<file path="src/rtl/factorial_ctrl.sv">
// factorial_ctrl: sequencing controller for an iterative factorial.
// Runs acc = n * (n-1) * ... * 2 by issuing one multiply per step to an
// external multi-cycle multiplier over a mul_start/mul_done handshake.
module factorial_ctrl #(
    parameter int WIDTH = 64,
    parameter int NW    = 6,
    parameter int MAX_N = 20
) (
    input  logic             clk,
    input  logic             reset,
    input  logic             start,
    input  logic             clear,
    input  logic [NW-1:0]    n_in,
    output logic             mul_start,
    output logic [WIDTH-1:0] mul_a,
    output logic [WIDTH-1:0] mul_b,
    input  logic             mul_done,
    input  logic [WIDTH-1:0] mul_result,
    output logic [WIDTH-1:0] result,
    output logic             busy,
    output logic             done,
    output logic             error
);

    typedef enum logic [2:0] {
        S_IDLE,
        S_MUL_REQ,
        S_MUL_WAIT,
        S_DONE,
        S_ERROR
    } state_t;

    localparam logic [NW-1:0]    MAX_N_V = NW'(MAX_N);
    localparam logic [NW-1:0]    ONE_N   = NW'(1);
    localparam logic [NW-1:0]    TWO_N   = NW'(2);
    localparam logic [WIDTH-1:0] ONE_W   = WIDTH'(1);

    state_t           state_q, state_d;
    logic [WIDTH-1:0] acc_q, acc_d;
    logic [NW-1:0]    cnt_q, cnt_d;

    // State, accumulator and down-counter registers.
    always_ff @(posedge clk or posedge reset) begin
        if (reset) begin
            state_q <= S_IDLE;
            acc_q   <= '0;
            cnt_q   <= '0;
        end else begin
            state_q <= state_d;
            acc_q   <= acc_d;
            cnt_q   <= cnt_d;
        end
    end

    // Next-state logic; clear takes priority over a coincident mul_done.
    always_comb begin
        state_d = state_q;
        acc_d   = acc_q;
        cnt_d   = cnt_q;
        case (state_q)
            S_IDLE: begin
                if (start) begin
                    if (n_in > MAX_N_V) begin
                        state_d = S_ERROR;
                    end else if (n_in <= ONE_N) begin
                        acc_d   = ONE_W;
                        state_d = S_DONE;
                    end else begin
                        acc_d   = ONE_W;
                        cnt_d   = n_in;
                        state_d = S_MUL_REQ;
                    end
                end
            end
            S_MUL_REQ: begin
                state_d = clear ? S_IDLE : S_MUL_WAIT;
            end
            S_MUL_WAIT: begin
                if (clear) begin
                    state_d = S_IDLE;
                end else if (mul_done) begin
                    acc_d   = mul_result;
                    cnt_d   = cnt_q - ONE_N;
                    // The multiply just finished was by 2: nothing left to do.
                    state_d = (cnt_q == TWO_N) ? S_DONE : S_MUL_REQ;
                end
            end
            S_DONE, S_ERROR: begin
                if (clear) begin
                    state_d = S_IDLE;
                end
            end
            default: state_d = S_IDLE;
        endcase
    end

    // Moore outputs decoded from the current state only, so an asynchronous
    // reset drives every output low immediately.
    always_comb begin
        mul_start = 1'b0;
        mul_a     = '0;
        mul_b     = '0;
        result    = '0;
        busy      = 1'b0;
        done      = 1'b0;
        error     = 1'b0;
        case (state_q)
            S_MUL_REQ: begin
                mul_start = 1'b1;
                mul_a     = acc_q;
                mul_b     = WIDTH'(cnt_q);
                busy      = 1'b1;
            end
            S_MUL_WAIT: begin
                mul_a = acc_q;
                mul_b = WIDTH'(cnt_q);
                busy  = 1'b1;
            end
            S_DONE: begin
                done   = 1'b1;
                result = acc_q;
            end
            S_ERROR: begin
                error = 1'b1;
            end
            default: begin
            end
        endcase
    end

endmodule

</file>
<file path="config.mk">
export PLATFORM = sky130hd
export DESIGN_NAME = factorial_ctrl
export DESIGN_NICKNAME = d
export VERILOG_FILES = /design/src/rtl/factorial_ctrl.sv
export SDC_FILE = /design/constraint.sdc
export NUM_CORES = 1
export LEC_CHECK = 0
export BUFFER_PORTS_ARGS = -buffer_cell sky130_fd_sc_hd__buf_4
export CAP_MARGIN = 20
export CORE_MARGIN = 2
export CORE_UTILIZATION = 30
export CTS_BUF_LIST = sky130_fd_sc_hd__clkbuf_8
export DETAILED_ROUTE_END_ITERATION = 6
export PLACE_DENSITY = 0.63
export REMOVE_ABC_BUFFERS = 1
export SLEW_MARGIN = 15
export SYNTH_ARGS = -nofsm -noshare
export SYNTH_HDL_FRONTEND = slang
export SYNTH_SLANG_ARGS = --single-unit
</file>
<file path="constraint.sdc">
create_clock -name clk -period 4 [get_ports clk]
set_input_delay 0.6 -clock clk [delete_from_list [all_inputs] [get_ports clk]]
set_output_delay 0.6 -clock clk [all_outputs]
set_load 0.005 [all_outputs]
</file>
### Word level (Yosys, flattened, before mapping)

Index checks and enable logic that the tools add are counted.

* flip-flop bits (word level): 73
* bits of input ports: 75
* output and inout port bits: 196
* logic and storage cells: 52

* add/sub/neg operators: 1
* order comparisons: 2
* equality and inequality tests: 12
* muxes and demuxes: 27
* reduce and logical (&&, ||, !) cells: 7

Operator list (number)
* two-way mux 64 bit: 6
* one-hot mux 64 bit (2 select lines): 1
* two-way mux 6 bit: 6
* two-way mux 3 bit: 5
* != test 2 bit, second input constant: 6
* one-hot mux 3 bit (4 select lines): 1
* one-hot mux 6 bit (2 select lines): 1
* == test 3 x 2 -> 1 bit, second input constant: 2
* == test 6 x 2 -> 1 bit, second input constant: 1
* > comparator 6 x 5 -> 1 bit, second input constant: 1
* less-or-equal comparator 6 x 1 -> 1 bit, second input constant: 1
* two-way mux 2 bit: 3
* AND reduction 6 bit: 1
* subtractor 6 x 1 -> 6 bit, second input constant: 1
* AND reduction 5 bit: 1
* two-way mux 1 bit: 4
* OR reduction 2 bit: 2
* == test 3 x 1 -> 1 bit, second input constant: 1
* == test 3 bit, second input constant: 1
* logical NOT 3 bit: 1
* != test 3 bit, second input constant: 1
* AND reduction 3 bit: 1
* nonzero test 2 bit: 1

### Depth between registers and ports, before layout

Gate-level depths: netlist (run 1).

* depth after elaboration: 5
* gate-level depth with buffers: 8
* gate-level depth less buffers: 6

### Least setup slack after synthesis (run 1)

OpenSTA, ideal clock, no wires.

* kind: register to output
* start point: register state_q[2]
* end point: output mul_a[10]
* arrival: 1.294 ns
* data required time: 3.400 ns
* path slack: 2.106 ns
* stages on the path, launching flop included: 7
* buffers on the path: 2
* path through: dfrtp_1 -> buf_2 -> nor2_2 -> and2_1 -> nor2_2 -> clkbuf_1 -> nor2b_1

* longest elaborated chain between the ends: 3
* elaborated cells on any way between the ends: 4
* those cells by class: eq/ne (2); mux (1); reduce/logical (1)

RTL lines
* start: declaration: RTL line 38 `state_t state_q, state_d;`
* start signal: assignment: RTL line 49 `state_q <= state_d;`
* == test 3 x 2 -> 1 bit or == test 3 x 1 -> 1 bit (tied branches): RTL line 107 `case (state_q)`
* OR reduction 2 bit (no line) (*)
* two-way mux 64 bit (*): RTL line 107
* end: declaration: RTL line 15 `output logic [WIDTH-1:0] mul_a,`

Mark *: on every way between the ends. The rest lies on a longest branch, timed or not.

### Worst setup path in the final report (run 1)

* start point: register state_q[1]
* end point: output result[20]

* longest elaborated chain between the ends: 2

RTL lines
* == test 3 x 2 -> 1 bit: RTL line 107
* two-way mux 64 bit: RTL line 107
* end: declaration: RTL line 19 `output logic [WIDTH-1:0] result,`

No other way between the ends.

==> reports/results.ini, run 1 <==
[outcome]
status = finished clean

[timing]
actual_slew_at_the_worst_max_slew_pin_ns = 0.859
rsz0062_at_grt = false
finalCritPeriodShare_pct = 74.9
setup_viol = 0
finalSetupTns_ns = 0
max_clock_freq_ghz = 0.334
fin_worst_skew_ns = 0.00864
timing.final.max_slew_violations = 0
final.min_clock_period_ns = 3.00
final_hold_viol_count = 0
worst_slew_margin_rel_pct = 42.5

[clock_network]
cts_tree = built
cts_num_sinks = 73
h-tree-depth = 3
cts_hold_buffers = 0
cts-buffers-inserted = 9
clk_transition_reported_paths_ns = 0.08
cts_resized = 0
skew_pair_late_insertion_delay_ns = 0.34
postCtsSetupRepairBufs = 0
cts_root_buffer = sky130_fd_sc_hd__clkbuf_8
cts_buffer_depth = 2

[placed_design]
rd_place_congestion = 0.860
place_hpwl_um = 9180
placement.io_buffers = 212

[synthesis]
netlist_area_sq_um = 4310
async_flop_share_pct = 100
synth_area_leaders = sky130_fd_sc_hd__dfrtp_1 (42%), sky130_fd_sc_hd__a22o_1 (13%), sky130_fd_sc_hd__buf_4 (11%), sky130_fd_sc_hd__nor2b_1 (10%), sky130_fd_sc_hd__and2_1 (9.4%)
post_synth_inst_count = 439
synth-warning-count = 0
synth-edff-count = 0
synth_largest_type_area_fraction_pct = 42.3
synth.ff_latch_count = 73
yosysTopAreaCell = sky130_fd_sc_hd__dfrtp_1
most_frequently_used_flop_master_after_synthesis = sky130_fd_sc_hd__dfrtp_1
synth_sequential_area_ratio_pct = 42.3
postSynthAreaPerCell_sq_um = 9.83
netlist-cell-type-count = 37

[final_layout]
diodes = 0
layout_common_cells = sky130_fd_sc_hd__buf_4 (218), sky130_fd_sc_hd__dfrtp_1 (73), sky130_fd_sc_hd__nor2b_1 (69)
finish.net_count = 712
layout_commonest_cell = sky130_fd_sc_hd__buf_4
layout-area-overhead-vs-synth_pct = 38.8
drive_gt1_share_pct = 38.3

[die]
die_height_um = 124
ios = 271
core_rows = 43
floorplan.initialDensity_pct = 30.8
coreArea_sq_um = 14000
die_outline_width_um = 124
fp.dieArea_sq_um = 15400

[grt]
grt_util_met3_pct = 4.03
grt-busiest-layer = met2
grt_pass1_wl_um = 18100
globalRouteMet2Util_pct = 26.5
global_route.usage.total_pct = 15.3
via_count_of_the_first_global_routing_pass = 3394
grt-ovfl-total = 0
initial_antenna_violation_count = 0
global_routing_usage_on_met1_pct = 19.5
grt_start_max_net_pins = 39

[worst_setup_path]
critPathMaxFanout = 34
cp_data_required_time_ns = 3.40
cp-end-kind = output pin
startpoint_type = flip-flop
worstSetupPathType = reg -> out
arrival_time_of_the_worst_setup_path_ns = 2.40

[drt]
routed-via-count = 3685
remaining_routing_drc_violations = 0
antenna_left = 0
routed_wire_length_per_instance_um = 15.1
drt_first_iter_violations = 196
drt_pre_antenna_iters = 4
route.detailed.vias_per_inst = 4.49
routed_wirelength_um = 12400

[flow_run]
maxCapViolations = 0

[worst_hold_path]
timing.hold.worst.class = in -> async

[power]
power.leakage_nw = 3.10
max-vdd-ir-drop_uv = 354
p_total_w = 0.00354
cellPowerDensity_nw_per_um2 = 592

## where the power goes
group	internal, W	switching [W]	leakage (nW)	total (W)
clock	0.000351	0.000288	0.111	0.000640
sequential	0.00110	0.000316	0.962	0.00142
combinational	0.000799	0.000691	2.02	0.00149
## registers in the layout (all words and copies together), names as in the netlist
register / flops
acc_q: 64
cnt_q: 6
state_q: 3
## routing by layer
metal	vias to the layer above	wire [um]
li1	1749	-
met1	1757	5190
met2	171	6260
met3	8	883
met4	0	66
met5	-	0
## worst paths after layout
path / start / end / slack, ns / cells past startpoint
max: state_q[1] / result[20] / 1.00 / 5
min: reset / acc_q[3] / 0.32 / 2
max reg2reg: state_q[1] / acc_q[57] / 1.38 / 5
min reg2reg: acc_q[47] / acc_q[47] / 0.52 / 1
max in group asynchronous: reset / acc_q[15] / 2.74 / 3
min in group clk: mul_result[29] / acc_q[29] / 0.47 / 2
## area by class of cell
class	instances	area, sq um
Fill cell	1380	8000
Timing Repair Buffer	218	1640
Inverter	8	31.3
Sequential cell	73	1830
Clock inverter	7	93.8
Clock buffer	9	124
Tap cell	180	225
Multi-Input combinational cell	325	2050
## through the flow
step,hold slack [ns],cell area [sq um],instances,setup slack [ns],util [%]
final,0.320,5990,820,1.00,42.8
after global routing,0.352,5990,820,0.760,42.8
after CTS,0.330,5990,820,0.958,42.8
after detailed placement,0.505,5770,804,1.35,41.2
after global placement,0.496,5770,804,1.44,41.2
after floorplan,0.479,3880,406,0.490,-
## worst max-delay path, cell delays in order, from the launching register on
cell and delay (ns):
sky130_fd_sc_hd__dfrtp_1 0.62, sky130_fd_sc_hd__nand2_1 0.18, sky130_fd_sc_hd__nor2_4 0.52, sky130_fd_sc_hd__buf_4 0.38, sky130_fd_sc_hd__and2_1 0.21, sky130_fd_sc_hd__buf_4 0.12
## Yosys cell counts (2+ instances only)
cell type                  count
sky130_fd_sc_hd__buf_4        65
sky130_fd_sc_hd__o21ai_0       2
sky130_fd_sc_hd__nand2_1       5
sky130_fd_sc_hd__o21a_1        2
sky130_fd_sc_hd__a31oi_1       2
sky130_fd_sc_hd__nor2b_1      69
sky130_fd_sc_hd__nor3b_1       2
sky130_fd_sc_hd__clkbuf_1     13
sky130_fd_sc_hd__buf_2         4
sky130_fd_sc_hd__nor2_1       19
sky130_fd_sc_hd__buf_6         8
sky130_fd_sc_hd__and2_1       65
sky130_fd_sc_hd__o21ai_1       7
sky130_fd_sc_hd__dfrtp_1      73
sky130_fd_sc_hd__ha_1          2
sky130_fd_sc_hd__inv_1         8
sky130_fd_sc_hd__nor2_2        2
sky130_fd_sc_hd__a22o_1       63
sky130_fd_sc_hd__a22oi_1       2
sky130_fd_sc_hd__nor3_1        5
sky130_fd_sc_hd__a21oi_1       5
## logic make-up (layout without fill, tap and decap cells)
logic type,Yosys count,count (layout),synth area share [%]
AND/OR/NAND/NOR,172,172,23.6
buffers and inverters,98,242,15.7
AO/OA/AOI/OAI,93,93,17.7
flip-flops,73,73,42.3
adder cells (fa/ha/maj),2,2,0.580
other,1,58,0.0869
Note: power is estimated with default switching activity, not from simulation.
==> run 2: changes to the inputs <==
==> constraint.sdc (replaced) <==
create_clock -name clk -period 2.8 [get_ports clk]
set_input_delay 0.42 -clock clk [delete_from_list [all_inputs] [get_ports clk]]
set_output_delay 0.42 -clock clk [all_outputs]
set_load 0.005 [all_outputs]
==> run 2 against run 1 <==
Clock skew barely moved; sequential share of layout area fell by 0.27 points; critical endpoint is now result[49]; power rose by 46%; first-iteration DRC count fell by 22%; sequential power rose by 43%; critical path depth did not move; register-to-register slack got worse by 0.77 ns; hold slack got worse by 0.15 ns; setup slack got worse by 0.71 ns; die area did not move; largest power group unchanged; utilization rose by 0.38 points; cell area rose by 0.90%.
==> reports/results.ini, run 2 (same netlist as run 1, synthesis figures left out) <==
[outcome]
status = finished clean

[clock_network]
h-tree-depth = 3  ; unchanged
cts_buffer_depth = 2  ; unchanged
clk_transition_reported_paths_ns = 0.08  ; about the same
postCtsSetupRepairBufs = 0  ; unchanged
cts_hold_buffers = 0  ; unchanged
cts_num_sinks = 73  ; unchanged
cts_resized = 0  ; unchanged
cts_root_buffer = sky130_fd_sc_hd__clkbuf_8
cts-buffers-inserted = 9  ; unchanged
cts_tree = built
skew_pair_late_insertion_delay_ns = 0.34  ; about the same

[final_layout]
drive_gt1_share_pct = 38.2  ; about the same
layout_commonest_cell = sky130_fd_sc_hd__buf_4
regMostFlops = acc_q
largest_registers = acc_q x64, cnt_q x6, state_q x3
layout-area-overhead-vs-synth_pct = 40.0
finish.net_count = 711  ; -0.14%
flip_flop_count_of_the_largest_register_all_copies_and_words_added = 64  ; unchanged
fill_cells = 1380  ; unchanged
final_cell_area_sq_um = 6040  ; +0.90%
layout_common_cells = sky130_fd_sc_hd__buf_4 (214), sky130_fd_sc_hd__dfrtp_1 (73), sky130_fd_sc_hd__nor2b_1 (69)
diodes = 0  ; unchanged

[grt]
via_count_of_the_first_global_routing_pass = 3467  ; +2.2%
grt_pass1_wl_um = 18200  ; +0.26%
grt-ovfl-total = 0  ; unchanged
grt_start_max_net_pins = 72  ; +85%
initial_antenna_violation_count = 0  ; unchanged
global_route.usage.total_pct = 15.3  ; about the same

[worst_hold_path]
timing.hold.worst.class = in -> async

[timing]
rsz0062_at_grt = false
finalSetupTns_ns = 0  ; unchanged
setup_viol = 0  ; unchanged
max_clock_freq_ghz = 0.398
hold_slack_ns = 0.166  ; -0.154 ns
actual_slew_at_the_worst_max_slew_pin_ns = 0.891  ; +0.0321 ns
finalCritPeriodShare_pct = 89.7
final_hold_viol_count = 0  ; unchanged
worst_slew_margin_rel_pct = 40.4  ; -2.1 points
final.min_clock_period_ns = 2.51
final_critical_path_setup_slack_ns = 0.289  ; -0.713 ns
timing.final.max_slew_violations = 0  ; unchanged
fin_worst_skew_ns = 0.00864  ; +0.00000117 ns

[power]
p_total_w = 0.00518  ; +46%
max-vdd-ir-drop_uv = 1110  ; +210%
cellPowerDensity_nw_per_um2 = 857  ; +45%
power.leakage_nw = 3.12  ; +0.64%

[placed_design]
placement.io_buffers = 212  ; unchanged
rd_place_congestion = 0.850  ; -1.2%
place_area_sq_um = 5800  ; +0.52%
place_hpwl_um = 8900  ; -3.1%
placement.setup.worst_slack_ns = 0.545  ; -0.808 ns

[worst_setup_path]
cp_data_required_time_ns = 2.38  ; -1.02 ns
worstSetupPathType = reg -> out
critPathMaxFanout = 64  ; +88%
startpoint_type = flip-flop
arrival_time_of_the_worst_setup_path_ns = 2.09  ; -0.31 ns
cp-end-kind = output pin

[die]
core_rows = 43  ; unchanged
die_outline_width_um = 124  ; unchanged
floorplan.initialDensity_pct = 30.8  ; unchanged
coreArea_sq_um = 14000  ; unchanged
fp.dieArea_sq_um = 15400  ; unchanged
ios = 271  ; unchanged
die_height_um = 124  ; unchanged

[drt]
routed-via-count = 3667  ; -0.49%
drt_first_iter_violations = 153  ; -22%
antenna_left = 0  ; unchanged
route.detailed.vias_per_inst = 4.48  ; -0.25%
routed_wirelength_um = 12300  ; -0.58%
drt_pre_antenna_iters = 4  ; unchanged
routed_wire_length_per_instance_um = 15.1  ; -0.34%
remaining_routing_drc_violations = 0  ; unchanged

[flow_run]
maxCapViolations = 0  ; unchanged

run 2: cell types whose count changed in the layout (fill, tap and decap cells not counted), sizes merged:
cell,previous run,this run
inv,9,7
buf,218,217
bufinv,2,3
clkinvlp,1,0
clkbuf,9,10
run 2: worst paths after layout:
check,startpoint,end,slack [ns],depth (start not counted)
max in group asynchronous,reset,acc_q[61],2.00,3
max reg2reg,state_q[1],acc_q[13],0.61,5
max,state_q[1],result[49],0.29,5
min reg2reg,acc_q[18],acc_q[18],0.52,1
min,reset,acc_q[15],0.17,2
min in group clk,mul_result[9],acc_q[9],0.29,2
run 2: layout make-up:
class,instances,area (sq um),area share [%]
tap,180,225,3.73
multi-input combinational,325,2050,33.9
timing repair buffer,217,1670,27.6
sequential,73,1830,30.2
clock buffer,10,138,2.28
clock inverter,5,104,1.72
inverter,8,31.3,0.518
run 2: worst max-delay path, stage by stage (launching register included):
cell                      delay, ns
sky130_fd_sc_hd__dfrtp_1       0.63
sky130_fd_sc_hd__nand2_1       0.19
sky130_fd_sc_hd__nor2_4        0.11
sky130_fd_sc_hd__buf_4         0.44
sky130_fd_sc_hd__and2_1        0.25
sky130_fd_sc_hd__buf_4         0.13
run 2: power breakdown:
| group | switching (W) | total (W) | internal, W |
|---|---|---|---|
| sequential | 0.000458 | 0.00203 | 0.00157 |
| clock | 0.000404 | 0.00102 | 0.000612 |
| combinational | 0.000971 | 0.00213 | 0.00116 |
run 2: per-stage QoR:
step           instances  utilization (%)
6_report             818             43.2
5_1_grt              818             43.2
4_1_cts              818             43.2
3_5_place_dp         803             41.5
3_3_place_gp         803             41.5
2_1_floorplan        406                -
run 2: layer usage:
| metal | GRT usage (%) | up-vias | part of all wire, % |
|---|---|---|---|
| li1 | - | 1747 | - |
| met1 | 17.8 | 1749 | 39 |
| met2 | 27.4 | 161 | 52 |
| met3 | 4.35 | 10 | 8.2 |
| met4 | 4.21 | 0 | 1.1 |
| met5 | 0 | - | 0 |
==> run 3: changes to the inputs <==
--- a/config.mk
+++ b/config.mk
@@ -12,6 +12,7 @@
 export CTS_BUF_LIST = sky130_fd_sc_hd__clkbuf_8
 export DETAILED_ROUTE_END_ITERATION = 6
 export PLACE_DENSITY = 0.63
+export RECOVER_POWER = 25
 export REMOVE_ABC_BUFFERS = 1
 export SLEW_MARGIN = 15
 export SYNTH_ARGS = -nofsm -noshare
==> run 3 against run 2 <==
The flow now finishes with violations (max-capacitance violations, max-slew violations); clock skew stayed put; clock power hardly changed; sequential power hardly changed.
==> reports/results.ini, run 3 (same netlist as run 1, synthesis figures left out) <==
[clock_network]
cts-buffers-inserted = 9  ; unchanged
cts_resized = 0  ; unchanged
cts_tree = built
cts_num_sinks = 73  ; unchanged
cts_hold_buffers = 0  ; unchanged
skew_pair_late_insertion_delay_ns = 0.34  ; about the same
cts_buffer_depth = 2  ; unchanged
h-tree-depth = 3  ; unchanged
cts_root_buffer = sky130_fd_sc_hd__clkbuf_8
clk_transition_reported_paths_ns = 0.09  ; about the same
postCtsSetupRepairBufs = 0  ; unchanged

[drt]
drt_first_iter_violations = 156  ; +2.0%
routed_wire_length_per_instance_um = 15.1  ; about the same
routed_wirelength_um = 12300  ; about the same
drt_pre_antenna_iters = 4  ; unchanged
remaining_routing_drc_violations = 0  ; unchanged
route.detailed.vias_per_inst = 4.48  ; -0.11%
antenna_left = 0  ; unchanged
routed-via-count = 3663  ; -0.11%

[final_layout]
drive_gt1_share_pct = 38.2  ; unchanged
diodes = 0  ; unchanged
fill_cells = 1382  ; +0.14%
layout-area-overhead-vs-synth_pct = 39.7
regMostFlops = acc_q
post_layout_nonfiller_instances = 818  ; unchanged
layout_commonest_cell = sky130_fd_sc_hd__buf_4
flip_flop_count_of_the_largest_register_all_copies_and_words_added = 64  ; unchanged
layout_common_cells = sky130_fd_sc_hd__buf_4 (213), sky130_fd_sc_hd__dfrtp_1 (73), sky130_fd_sc_hd__nor2b_1 (69)
finish.net_count = 711  ; unchanged
largest_registers = acc_q x64, cnt_q x6, state_q x3
utilization_pct = 43.1  ; -0.11 points
final_cell_area_sq_um = 6030  ; -0.25%

[worst_setup_path]
arrival_time_of_the_worst_setup_path_ns = 2.09  ; about the same
cp-end-kind = output pin
source_of_the_worst_register_to_register_timing_path = state_q[1]
critPathMaxFanout = 64  ; unchanged
r2r.worst_path.cells = 5  ; unchanged
cp_slowest_stage_delay_ns = 0.63  ; about the same
cp_data_required_time_ns = 2.38  ; about the same
worstSetupPathType = reg -> out
worstSetupEndpoint = result[49]
crit_path_top_delay_cell = sky130_fd_sc_hd__dfrtp_1
worst-r2r-setup-slack_ns = 0.61  ; about the same
r2r_end = acc_q[13]
cp-startpoint = state_q[1]
crit_chain = nand2_1 -> nor2_4 -> buf_4 -> and2_1 -> buf_4
startpoint_type = flip-flop
crit_path_frequent_cell = sky130_fd_sc_hd__buf_4

[placed_design]
rd_place_congestion = 0.850  ; unchanged
place.detailed.instances = 803  ; unchanged
placement.io_buffers = 212  ; unchanged
place_area_sq_um = 5800  ; unchanged
place_hpwl_um = 8900  ; unchanged

[die]
ios = 271  ; unchanged
die_outline_width_um = 124  ; unchanged
floorplan.initialDensity_pct = 30.8  ; unchanged
coreArea_sq_um = 14000  ; unchanged
fp.dieArea_sq_um = 15400  ; unchanged
core_rows = 43  ; unchanged
die_height_um = 124  ; unchanged

[power]
power.leakage_nw = 3.11  ; -0.30%
max-vdd-ir-drop_uv = 1110  ; about the same
cellPowerDensity_nw_per_um2 = 859  ; +0.19%

[flow_run]
maxCapViolations = 1  ; +1

[timing]
hold_slack_ns = 0.289  ; +0.123 ns
final.min_clock_period_ns = 2.51  ; -0.00114 ns
final_hold_viol_count = 0  ; unchanged
fin_worst_skew_ns = 0.00864  ; unchanged
rsz0062_at_grt = false
setup_viol = 0  ; unchanged
finalCritPeriodShare_pct = 89.6  ; about the same
worst_slew_margin_rel_pct = -13.0  ; -53 points
actual_slew_at_the_worst_max_slew_pin_ns = 1.69  ; +0.795 ns
timing.final.max_slew_violations = 38  ; +38
max_clock_freq_ghz = 0.398  ; about the same

[grt]
initial_antenna_violation_count = 0  ; unchanged
grt_start_max_net_pins = 72  ; unchanged
grt-ovfl-total = 0  ; unchanged
via_count_of_the_first_global_routing_pass = 3467  ; unchanged
global_route.usage.total_pct = 15.3  ; unchanged
grt_pass1_wl_um = 18200  ; unchanged

[outcome]
violated_checks = max-capacitance violations, max-slew violations
status = complete, but fails checks

[worst_hold_path]
timing.hold.worst.class = in -> reg

==> run 3: changes by cell type in the layout (fill, tap and decap cells not counted) <==
cell / before / now
sky130_fd_sc_hd__clkinv_2: 2 / 1
sky130_fd_sc_hd__clkbuf_2: 0 / 1
sky130_fd_sc_hd__buf_12: 3 / 2
sky130_fd_sc_hd__clkinvlp_2: 0 / 1
sky130_fd_sc_hd__buf_4: 214 / 213
sky130_fd_sc_hd__clkbuf_4: 0 / 1
==> run 3: report_power, final <==
group	internal, W	switching [W]	leakage, nW
Clock	0.000612	0.000404	0.122
Combinational	0.00116	0.000970	2.02
Sequential	0.00157	0.000457	0.962
Total	0.00334	0.00183	3.11
==> run 3: layer usage <==
metal / global-route usage (%) / up-vias / share of wire [%]
met2: 27.4 / 159 / 52
li1: - / 1747 / -
met3: 4.35 / 10 / 8.1
met5: 0 / - / 0
met4: 4.21 / 0 / 1.1
met1: 17.8 / 1747 / 39
==> run 3: critical path: cells and delay by family, from the launching register on <==
family                 cells  cell delay [ns]
DFF                        1             0.63
buffers and inverters      2             0.57
and+or+nand+nor            3             0.55
==> run 3: worst min-delay path by stage <==
stage                   start         to  depth (start not counted)
2_1_floorplan       acc_q[10]  acc_q[10]                          1
3_3_place_gp         acc_q[8]   acc_q[8]                          1
3_5_place_dp        acc_q[38]  acc_q[38]                          1
4_1_cts                 reset   cnt_q[3]                          2
5_1_grt        mul_result[22]  acc_q[22]                          2
6_report        mul_result[9]   acc_q[9]                          2
==> run 3: cell type report <==
type / instances / area, sq um / area share (%)
multi-input combinational: 325 / 2050 / 34.0
sequential: 73 / 1830 / 30.3
timing repair buffer: 217 / 1650 / 27.4
tap: 180 / 225 / 3.74
clock buffer: 10 / 138 / 2.28
clock inverter: 5 / 104 / 1.72
inverter: 8 / 31.3 / 0.519
==> run 3: stage by stage <==
step | worst slack (ns) | power, W | TNS (ns)
global route | 0.0892 | 0.00557 | 0
CTS | 0.244 | 0.00526 | 0
global placement | 0.598 | 0.00413 | 0
finish | 0.290 | 0.00517 | 0
detailed placement | 0.545 | 0.00421 | 0
floorplan | -0.530 | 0.00315 | -28.47
